[config.mk]
export PLATFORM = sky130hd
export DESIGN_NAME = nibble_serial_adder_ctrl
export DESIGN_NICKNAME = d
export VERILOG_FILES = /design/src/rtl/nibble_serial_adder_ctrl_pkg.sv /design/src/rtl/fullAdder4bit.sv /design/src/rtl/nibble_serial_adder_ctrl.sv
export SDC_FILE = /design/constraint.sdc
export NUM_CORES = 1
export LEC_CHECK = 0
export BUFFER_PORTS_ARGS = -buffer_cell sky130_fd_sc_hd__buf_2
export CORE_ASPECT_RATIO = 1.75
export CORE_UTILIZATION = 35
export DETAILED_ROUTE_END_ITERATION = 16
export PLACE_DENSITY = 0.56
export SYNTH_ARGS = -nofsm -noshare
export SYNTH_HDL_FRONTEND = slang
export SYNTH_SLANG_ARGS = --single-unit
[constraint.sdc]
create_clock -name clk -period 1.7 [get_ports clk]
set_input_delay 0.34 -clock clk [delete_from_list [all_inputs] [get_ports clk]]
set_output_delay 0.34 -clock clk [all_outputs]
set_load 0.1 [all_outputs]
[src/rtl/nibble_serial_adder_ctrl_pkg.sv]
`default_nettype none
// ============================================================================
// Module   : nibble_serial_adder_ctrl_pkg
// Brief    : Shared state encodings and slice width for the nibble-serial
//            adder sequencer.
// Revision : 1.0 - initial release
// ============================================================================
package nibble_serial_adder_ctrl_pkg;

  // Width of the shared adder slice, in bits
  localparam int NIBBLE = 4;

  // Sequencer states (2-bit encoding)
  typedef enum logic [1:0] {
    ST_IDLE = 2'd0,
    ST_RUN  = 2'd1,
    ST_DONE = 2'd2
  } state_t;

endpackage
`default_nettype wire

[src/rtl/fullAdder4bit.sv]
`default_nettype none
// ============================================================================
// Module   : fullAdder4bit
// Brief    : Purely combinational 4-bit full adder slice shared by the
//            nibble-serial sequencer.
// Revision : 1.0 - initial release
// ============================================================================
module fullAdder4bit (
  output logic       carry_out,
  output logic [3:0] sum,
  input  logic [3:0] a,
  input  logic [3:0] b,
  input  logic       carry_in
);

  // Zero-extend to 5 bits so the top bit of the add is the carry out
  assign {carry_out, sum} = {1'b0, a} + {1'b0, b} + {4'b0000, carry_in};

endmodule
`default_nettype wire

[src/rtl/nibble_serial_adder_ctrl.sv]
`default_nettype none
// ============================================================================
// Module   : nibble_serial_adder_ctrl
// Brief    : Adds two WIDTH-bit operands over WIDTH/4 clocks through one
//            4-bit adder slice, carry rippling through a flop between
//            nibbles. Operands in and the result out use valid/ready.
// Revision : 1.0 - initial release
// ============================================================================
module nibble_serial_adder_ctrl #(
  parameter int WIDTH = 16,
  parameter int CNT_W = 2
) (
  input  logic             clk,
  input  logic             reset,
  input  logic             in_valid,
  output logic             in_ready,
  input  logic [WIDTH-1:0] a,
  input  logic [WIDTH-1:0] b,
  input  logic             cin,
  output logic             out_valid,
  input  logic             out_ready,
  output logic [WIDTH-1:0] sum,
  output logic             cout
);

  import nibble_serial_adder_ctrl_pkg::*;

  // Counter value of the final (most significant) nibble step
  localparam logic [CNT_W-1:0] c_last_nibble = CNT_W'(WIDTH / NIBBLE - 1);

  state_t           r_state;
  state_t           w_next_state;
  logic [WIDTH-1:0] r_a_sh;
  logic [WIDTH-1:0] r_b_sh;
  logic             r_carry;
  logic [CNT_W-1:0] r_cnt;
  logic [3:0]       w_nib_sum;
  logic             w_nib_cout;
  logic             w_last;

  assign w_last    = (r_cnt == c_last_nibble);
  assign in_ready  = (r_state == ST_IDLE);
  assign out_valid = (r_state == ST_DONE);

  // The single shared slice always sees the low nibble of each shift register
  fullAdder4bit u_slice (
    .carry_out (w_nib_cout),
    .sum       (w_nib_sum),
    .a         (r_a_sh[NIBBLE-1:0]),
    .b         (r_b_sh[NIBBLE-1:0]),
    .carry_in  (r_carry)
  );

  // State register
  always_ff @(posedge clk or posedge reset) begin
    if (reset) begin
      r_state <= ST_IDLE;
    end else begin
      r_state <= w_next_state;
    end
  end

  // Next-state logic; DONE always returns to IDLE so accept and consume never share a cycle
  always_comb begin
    w_next_state = r_state;
    case (r_state)
      ST_IDLE: if (in_valid)  w_next_state = ST_RUN;
      ST_RUN:  if (w_last)    w_next_state = ST_DONE;
      ST_DONE: if (out_ready) w_next_state = ST_IDLE;
      default:                w_next_state = ST_IDLE;
    endcase
  end

  // Datapath: latch operands on accept, then one nibble step per RUN cycle; DONE holds the result
  always_ff @(posedge clk or posedge reset) begin
    if (reset) begin
      r_a_sh  <= '0;
      r_b_sh  <= '0;
      r_carry <= 1'b0;
      r_cnt   <= '0;
      sum     <= '0;
      cout    <= 1'b0;
    end else begin
      case (r_state)
        ST_IDLE: begin
          if (in_valid) begin
            r_a_sh  <= a;
            r_b_sh  <= b;
            r_carry <= cin;
            r_cnt   <= '0;
          end
        end
        ST_RUN: begin
          r_a_sh  <= r_a_sh >> NIBBLE;
          r_b_sh  <= r_b_sh >> NIBBLE;
          r_carry <= w_nib_cout;
          sum     <= {w_nib_sum, sum[WIDTH-1:NIBBLE]};
          r_cnt   <= r_cnt + 1'b1;
          if (w_last) begin
            cout <= w_nib_cout;
          end
        end
        default: begin
        end
      endcase
    end
  end

endmodule
`default_nettype wire

* After elaboration in Yosys (flattened, before gate mapping)
Index checks and enable logic that the tools add are counted.
** Operators by class
- Add/sub/neg operators :: 3
- Equality and inequality tests :: 6
- Mux-type cells :: 12
- Reductions and logical operators :: 5
** Operators by type and width (count)
- one-hot mux 16 bit (2 select lines) :: 2
- two-way mux 16 bit :: 2
- two-way mux 2 bit :: 4
- one-hot mux 2 bit (3 select lines) :: 1
- adder 4 x 4 -> 5 bit :: 1
- adder 5 x 1 -> 5 bit :: 1
- equality test 2 bit (second input constant) :: 2
- != test 2 bit (second input constant) :: 2
- one-hot mux 2 bit (2 select lines) :: 1
- AND reduction 2 bit :: 2
- AND reduction 3 bit :: 1
- adder 2 x 1 -> 2 bit (second input constant) :: 1
- equality test 2 x 1 -> 1 bit (second input constant) :: 1
- logical NOT 2 bit :: 1
- != test 2 x 1 -> 1 bit (second input constant) :: 1
- one-hot mux 1 bit (2 select lines) :: 1
- nonzero test 2 bit :: 1
- two-way mux 1 bit :: 1
** Word-level totals
- Register bits :: 54
- Bits of input ports :: 37
- Output and inout bits :: 19
- Word-level logic and storage cells :: 33

* Depth between registers and ports, before layout
- Depth in word-level cells :: 3
- Gate-level depth with buffers :: 6
- Mapped depth without buffers :: 6

* Modules after synthesis
Synthesis repeated with hierarchy kept, for this count alone.
** Unflattened totals
- Cells, all modules :: 287
- Area total of the unflattened synthesis :: 2810.2 µm²
** By module, submodules not included
- nibble_serial_adder_ctrl :: instances 1, cells an instance 271, area each 2666.3 µm², seq. area each 1351.3 µm²
- fullAdder4bit :: instances 1, cells an instance 16, area each 143.9 µm², seq. area each 0.0 µm²

* Worst setup path before layout
OpenSTA, ideal clock, no wires.
- Path type :: register to output
- Start :: reg r_state[1]
- End :: out in_ready
- Arrival :: 2.009 ns
- Data required time :: 1.360 ns
- Path slack :: -0.649 ns
- Cell stages (with the launch flop) :: 4
- Buffers on the path :: 2
- Path through :: dfrtp_1 buf_2 buf_1 nor2_1
** On the way
- Word-level cells in the longest chain between the ends :: 1
** Ends and longest elaborated chain
- from (decl) :: line nibble_serial_adder_ctrl.sv:31 : state_t r_state;
- from (signal assigned) :: line nibble_serial_adder_ctrl.sv:59 : r_state <= w_next_state;
- logical NOT 2 bit :: line nibble_serial_adder_ctrl.sv:42 : assign in_ready = (r_state == ST_IDLE);
- to (decl) :: line nibble_serial_adder_ctrl.sv:16 : output logic in_ready,
Every way passes these cells.

* Worst setup path in the final report
Same ends and word-level chain as after synthesis.

==> report_table.html <==
<table>
<tr><th>Metric</th><th>Value</th></tr>
<tr><th colspan="2">Synth</th></tr>
<tr><td>Total number of yosys warnings</td><td>0</td></tr>
<tr><td>Seq cells post-synth</td><td>54</td></tr>
<tr><td>Share of synthesized flip-flops with an asynchronous set or reset</td><td>100%</td></tr>
<tr><td>Sequential area share after synthesis</td><td>49.3%</td></tr>
<tr><td>Most frequently used flop master after synthesis</td><td>sky130_fd_sc_hd__dfrtp_1</td></tr>
<tr><td>EDFF count, synth</td><td>0</td></tr>
<tr><td>Mean instance size in the synthesized netlist</td><td>9.66 µm²</td></tr>
<tr><td>Synth top area cells</td><td>sky130_fd_sc_hd__dfrtp_1 49%, sky130_fd_sc_hd__nor2b_1 7.1%, sky130_fd_sc_hd__nand2_1 6.8%</td></tr>
<tr><td>Yosys top cell by area</td><td>sky130_fd_sc_hd__dfrtp_1</td></tr>
<tr><td>Post-synth net total</td><td>between 300 and 400</td></tr>
<tr><td>Area share of the largest cell type after synthesis</td><td>roughly half</td></tr>
<tr><td>Cell area after synthesis</td><td>between 0.002 and 0.003 mm²</td></tr>
<tr><td>Gate Count Post-Synth</td><td>roughly 280</td></tr>
<tr><td>Unique masters post-synth</td><td>32</td></tr>
<tr><th colspan="2">Placed design</th></tr>
<tr><td>HPWL Detailed</td><td>about 4500 µm</td></tr>
<tr><td>Placer congestion estimate</td><td>between 0.7 and 0.8</td></tr>
<tr><td>Post-place setup slack</td><td>about 30 ps</td></tr>
<tr><td>Number of cells in the design after placement</td><td>~420</td></tr>
<tr><td>Port Buf Inserts</td><td>55</td></tr>
<tr><th colspan="2">Power and ir drop</th></tr>
<tr><td>Proportion of power drawn by flip-flops and latches</td><td>30.7%</td></tr>
<tr><td>Clock power frac</td><td>between 10% and 20%</td></tr>
<tr><td>Overall power after layout</td><td>7.45 mW</td></tr>
<tr><td>Leakage power</td><td>between 1.5 and 2 nW</td></tr>
<tr><td>P_int</td><td>about 3.7 mW</td></tr>
<tr><td>Psw</td><td>approximately 3.8 mW</td></tr>
<tr><td>IR Drop Worst-Case VDD</td><td>roughly 0.77 mV</td></tr>
<tr><td>Pwr/cell area</td><td>2240 mW/mm²</td></tr>
<tr><td>Net switching share of the total power</td><td>roughly half</td></tr>
<tr><td>Share of power burned in combinational logic</td><td>a little over half</td></tr>
<tr><th colspan="2">Final layout</th></tr>
<tr><td>Syn-to-layout area delta</td><td>21.3%</td></tr>
<tr><td>Final instance count without filler cells</td><td>approximately 430</td></tr>
<tr><td>Antenna Cells</td><td>0</td></tr>
<tr><td>Final nets</td><td>around 380</td></tr>
<tr><td>Fraction of final layout cells sized beyond drive strength 1</td><td>between 20% and 30%</td></tr>
<tr><th colspan="2">Die</th></tr>
<tr><td>Std-Cell Rows</td><td>between 40 and 50</td></tr>
<tr><td>Number of top-level design ports</td><td>between 50 and 60</td></tr>
<tr><td>Die Footprint</td><td>slightly above 0.008 mm²</td></tr>
<tr><td>Horizontal die dimension</td><td>68.9 µm</td></tr>
<tr><td>Placeable Area</td><td>roughly 0.0076 mm²</td></tr>
<tr><td>Height of the die</td><td>119 µm</td></tr>
<tr><td>Initial Util</td><td>between 30% and 40%</td></tr>
<tr><th colspan="2">Worst setup path</th></tr>
<tr><td>Critical Path Start Type</td><td>register</td></tr>
<tr><td>CP endpoint kind</td><td>output port</td></tr>
<tr><td>Peak per-stage delay on the critical path</td><td>around 460 ps</td></tr>
<tr><td>Launching element of the worst setup path</td><td>r_state[1]$_DFFE_PP0P_</td></tr>
<tr><td>Arr. time, crit path</td><td>approximately 1300 ps</td></tr>
<tr><td>Required time at the worst-slack endpoint</td><td>1360 ps</td></tr>
<tr><td>Cells along the critical path</td><td>buf_6, nor2_4, buf_12</td></tr>
<tr><td>Source of the worst register-to-register timing path</td><td>r_a_sh[0]$_DFFE_PP0P_</td></tr>
<tr><td>Crit path kind</td><td>register to output port</td></tr>
<tr><td>Crit-path max FO</td><td>17</td></tr>
<tr><td>Standard cell with the maximum stage delay on the critical path</td><td>sky130_fd_sc_hd__dfrtp_2</td></tr>
<tr><th colspan="2">Clock tree</th></tr>
<tr><td>Clock transition at the register clock pins on the worst setup and hold paths after CTS</td><td>around 70 ps</td></tr>
<tr><td>CTS sink cnt</td><td>54</td></tr>
<tr><td>Clock latency on the worst-skew pair</td><td>about 300 ps</td></tr>
<tr><td>Clock tree root buffer cell</td><td>sky130_fd_sc_hd__clkbuf_16</td></tr>
<tr><td>Number of levels the H-tree was split into</td><td>2</td></tr>
<tr><td>Number of hold buffers added after cts</td><td>0</td></tr>
<tr><td>Number of CTS-inserted buffers</td><td>5</td></tr>
<tr><td>Maximum root-to-sink buffer count</td><td>2</td></tr>
<tr><td>TritonCTS clock tree</td><td>yes</td></tr>
<tr><th colspan="2">GRT</th></tr>
<tr><td>GR Util All Layers</td><td>between 10% and 20%</td></tr>
<tr><td>Wire length of the first global-routing pass</td><td>between 10,000 and 15,000 µm</td></tr>
<tr><td>Antenna violations before repair</td><td>0</td></tr>
<tr><td>Maximum number of pins on one net before global-route repair</td><td>55</td></tr>
<tr><td>Overflow after GRT</td><td>0</td></tr>
<tr><td>Number of global-route vias before repair</td><td>roughly 2,100</td></tr>
<tr><th colspan="2">Timing</th></tr>
<tr><td>Share of the clock period used by the worst path</td><td>95.9%</td></tr>
<tr><td>Number of hold violations in the final report</td><td>0</td></tr>
<tr><td>Min Clock Period, post-route</td><td>1630 ps</td></tr>
<tr><td>Worst Max-Slew Pin Slew</td><td>a little under 500 ps</td></tr>
<tr><td>Fin worst setup slack</td><td>slightly below 70 ps</td></tr>
<tr><td>Worst-case hold slack</td><td>between 80 and 90 ps</td></tr>
<tr><td>RSZ-0062 raised after global routing</td><td>false</td></tr>
<tr><td>FMAX</td><td>slightly above 0.6 GHz</td></tr>
<tr><td>Post-route setup TNS</td><td>0 ps</td></tr>
<tr><td>Setup violators final</td><td>0</td></tr>
<tr><td>Worst clock skew</td><td>4.31 ps</td></tr>
<tr><td>Worst max-slew margin expressed relative to the limit</td><td>around two thirds</td></tr>
<tr><td>Number of max-slew violations in the final report</td><td>0</td></tr>
<tr><th colspan="2">Worst hold path</th></tr>
<tr><td>Path class of the lowest-slack min-delay path</td><td>primary input to asynchronous set/reset pin</td></tr>
<tr><th colspan="2">Route</th></tr>
<tr><td>DRC violations left</td><td>0</td></tr>
<tr><td>Total via count in the routed design</td><td>between 2,000 and 2,500</td></tr>
<tr><td>Average wire per standard cell</td><td>between 15 and 20 µm</td></tr>
<tr><td>Number of DRC markers in iteration 0</td><td>between 100 and 150</td></tr>
<tr><td>Detailed-routing iteration count for the pre-antenna-repair pass</td><td>4</td></tr>
<tr><td>Routed WL</td><td>roughly 6600 µm</td></tr>
<tr><td>Vias per inst</td><td>approximately 5.2</td></tr>
<tr><td>Count of nets left with antenna violations after detail routing</td><td>0</td></tr>
<tr><th colspan="2">Job</th></tr>
<tr><td>Max capacitance violation total</td><td>0</td></tr>
<tr><th colspan="2">Status</th></tr>
<tr><td>Run status</td><td>finished, final reports clean</td></tr>
</table>
## cells in the final DEF, fill, tap and decap left out, types with 2 or more instances in the layout
cell type                   instances
sky130_fd_sc_hd__a21oi_1           32
sky130_fd_sc_hd__a22o_1             2
sky130_fd_sc_hd__a22oi_1           13
sky130_fd_sc_hd__a22oi_2           11
sky130_fd_sc_hd__a2bb2oi_1          2
sky130_fd_sc_hd__and2b_1            2
sky130_fd_sc_hd__buf_12             3
sky130_fd_sc_hd__buf_2             53
sky130_fd_sc_hd__buf_4             12
sky130_fd_sc_hd__clkbuf_16          5
sky130_fd_sc_hd__clkinv_2           2
sky130_fd_sc_hd__dfrtp_1           53
sky130_fd_sc_hd__ha_1               4
sky130_fd_sc_hd__inv_1              5
sky130_fd_sc_hd__mux2i_1            3
sky130_fd_sc_hd__nand2_1           50
sky130_fd_sc_hd__nand2b_1           2
sky130_fd_sc_hd__nor2_1             2
sky130_fd_sc_hd__nor2b_1           29
sky130_fd_sc_hd__o21ai_0            3
sky130_fd_sc_hd__o21ai_1           32
## state kept, by name, summed over array words and instances, names as in the netlist
signal / count
r_a_sh: 16
r_b_sh: 16
cout: 1
r_carry: 1
sum: 16
r_state: 2
r_cnt: 2
## cell type report
class / instances / area (µm²)
inverter: 6 / 22.5
timing repair buffer: 69 / 427
clock inverter: 3 / 40.0
sequential: 54 / 1350
clock buffer: 5 / 125
tap: 88 / 110
fill: 757 / 4240
multi-input combinational: 202 / 1250
## layer usage
layer | GRT usage, % | vias to the layer above | wire [µm]
li1 | - | 1086 | -
met1 | 23.8 | 1095 | 2880
met2 | 28.8 | 45 | 3430
met3 | 3.54 | 5 | 223
met4 | 5.74 | 0 | 105
met5 | 0 | - | 0
## kinds of logic (layout without fill, tap and decap cells)
family / Yosys count / count (layout) / synth area share, %
AND/OR/NAND/NOR: 93 / 93 / 16.9
AO/OA/AOI/OAI: 99 / 99 / 23.2
XOR/XNOR: 1 / 1 / 0.319
multiplexers: 3 / 3 / 1.09
buffers and inverters: 28 / 83 / 5.93
flip-flops: 54 / 54 / 49.3
adder cells (fa/ha/maj): 6 / 6 / 3.28
## synth_stat cells (all sizes together) (3+ instances only)
cell type / count
a22oi: 24
o21ai: 35
dfrtp: 54
nand2: 50
ha: 4
clkbuf: 6
a21oi: 32
buf: 16
inv: 6
nor2b: 31
mux2i: 3
nor2: 3
## worst max-delay path: cells and delay by family (launching register included)
kind / cells / cell delay (ps)
flip-flops: 1 / 460
buffers and inverters: 2 / 390
AND/OR/NAND/NOR: 1 / 140
## path summary, 6_finish.rpt
kind | end | slack, ps | depth (start not counted)
max in group asynchronous | r_b_sh[5]$_DFFE_PP0P_ | 1360 | 3
min in group clk | r_a_sh[8]$_DFFE_PP0P_ | 310 | 3
worst max register to register | cout$_DFFE_PP0P_ | 80 | 6
worst min-delay path | sum[2]$_DFFE_PP0N_ | 90 | 3
worst max-delay path | in_ready | 70 | 3
worst min register to register | sum[3]$_DFFE_PP0N_ | 470 | 2
## power groups by stage
stage | logic, mW | registers [mW] | clock network (mW)
floorplan | 2.06 | 3.50 | 0
global placement | 3.95 | 2.30 | 0
detailed placement | 4.01 | 2.32 | 0
CTS | 4.02 | 2.30 | 1.21
global route | 4.35 | 2.37 | 1.26
finish | 4.00 | 2.29 | 1.16
## timing repair
action | 4_1_cts | 5_1_grt
gates cloned | 0 | 0
gates resized for setup | 1 | 2
endpoints found under the setup margin | 1 | 2
buffers inserted | 0 | 2
## stage by stage
stage	area, µm²	util (%)
2_1_floorplan	2760	-
3_3_place_gp	3140	41.5
3_5_place_dp	3140	41.5
4_1_cts	3310	43.7
5_1_grt	3330	43.9
6_report	3330	43.9
(Power assumes the default switching activity.)
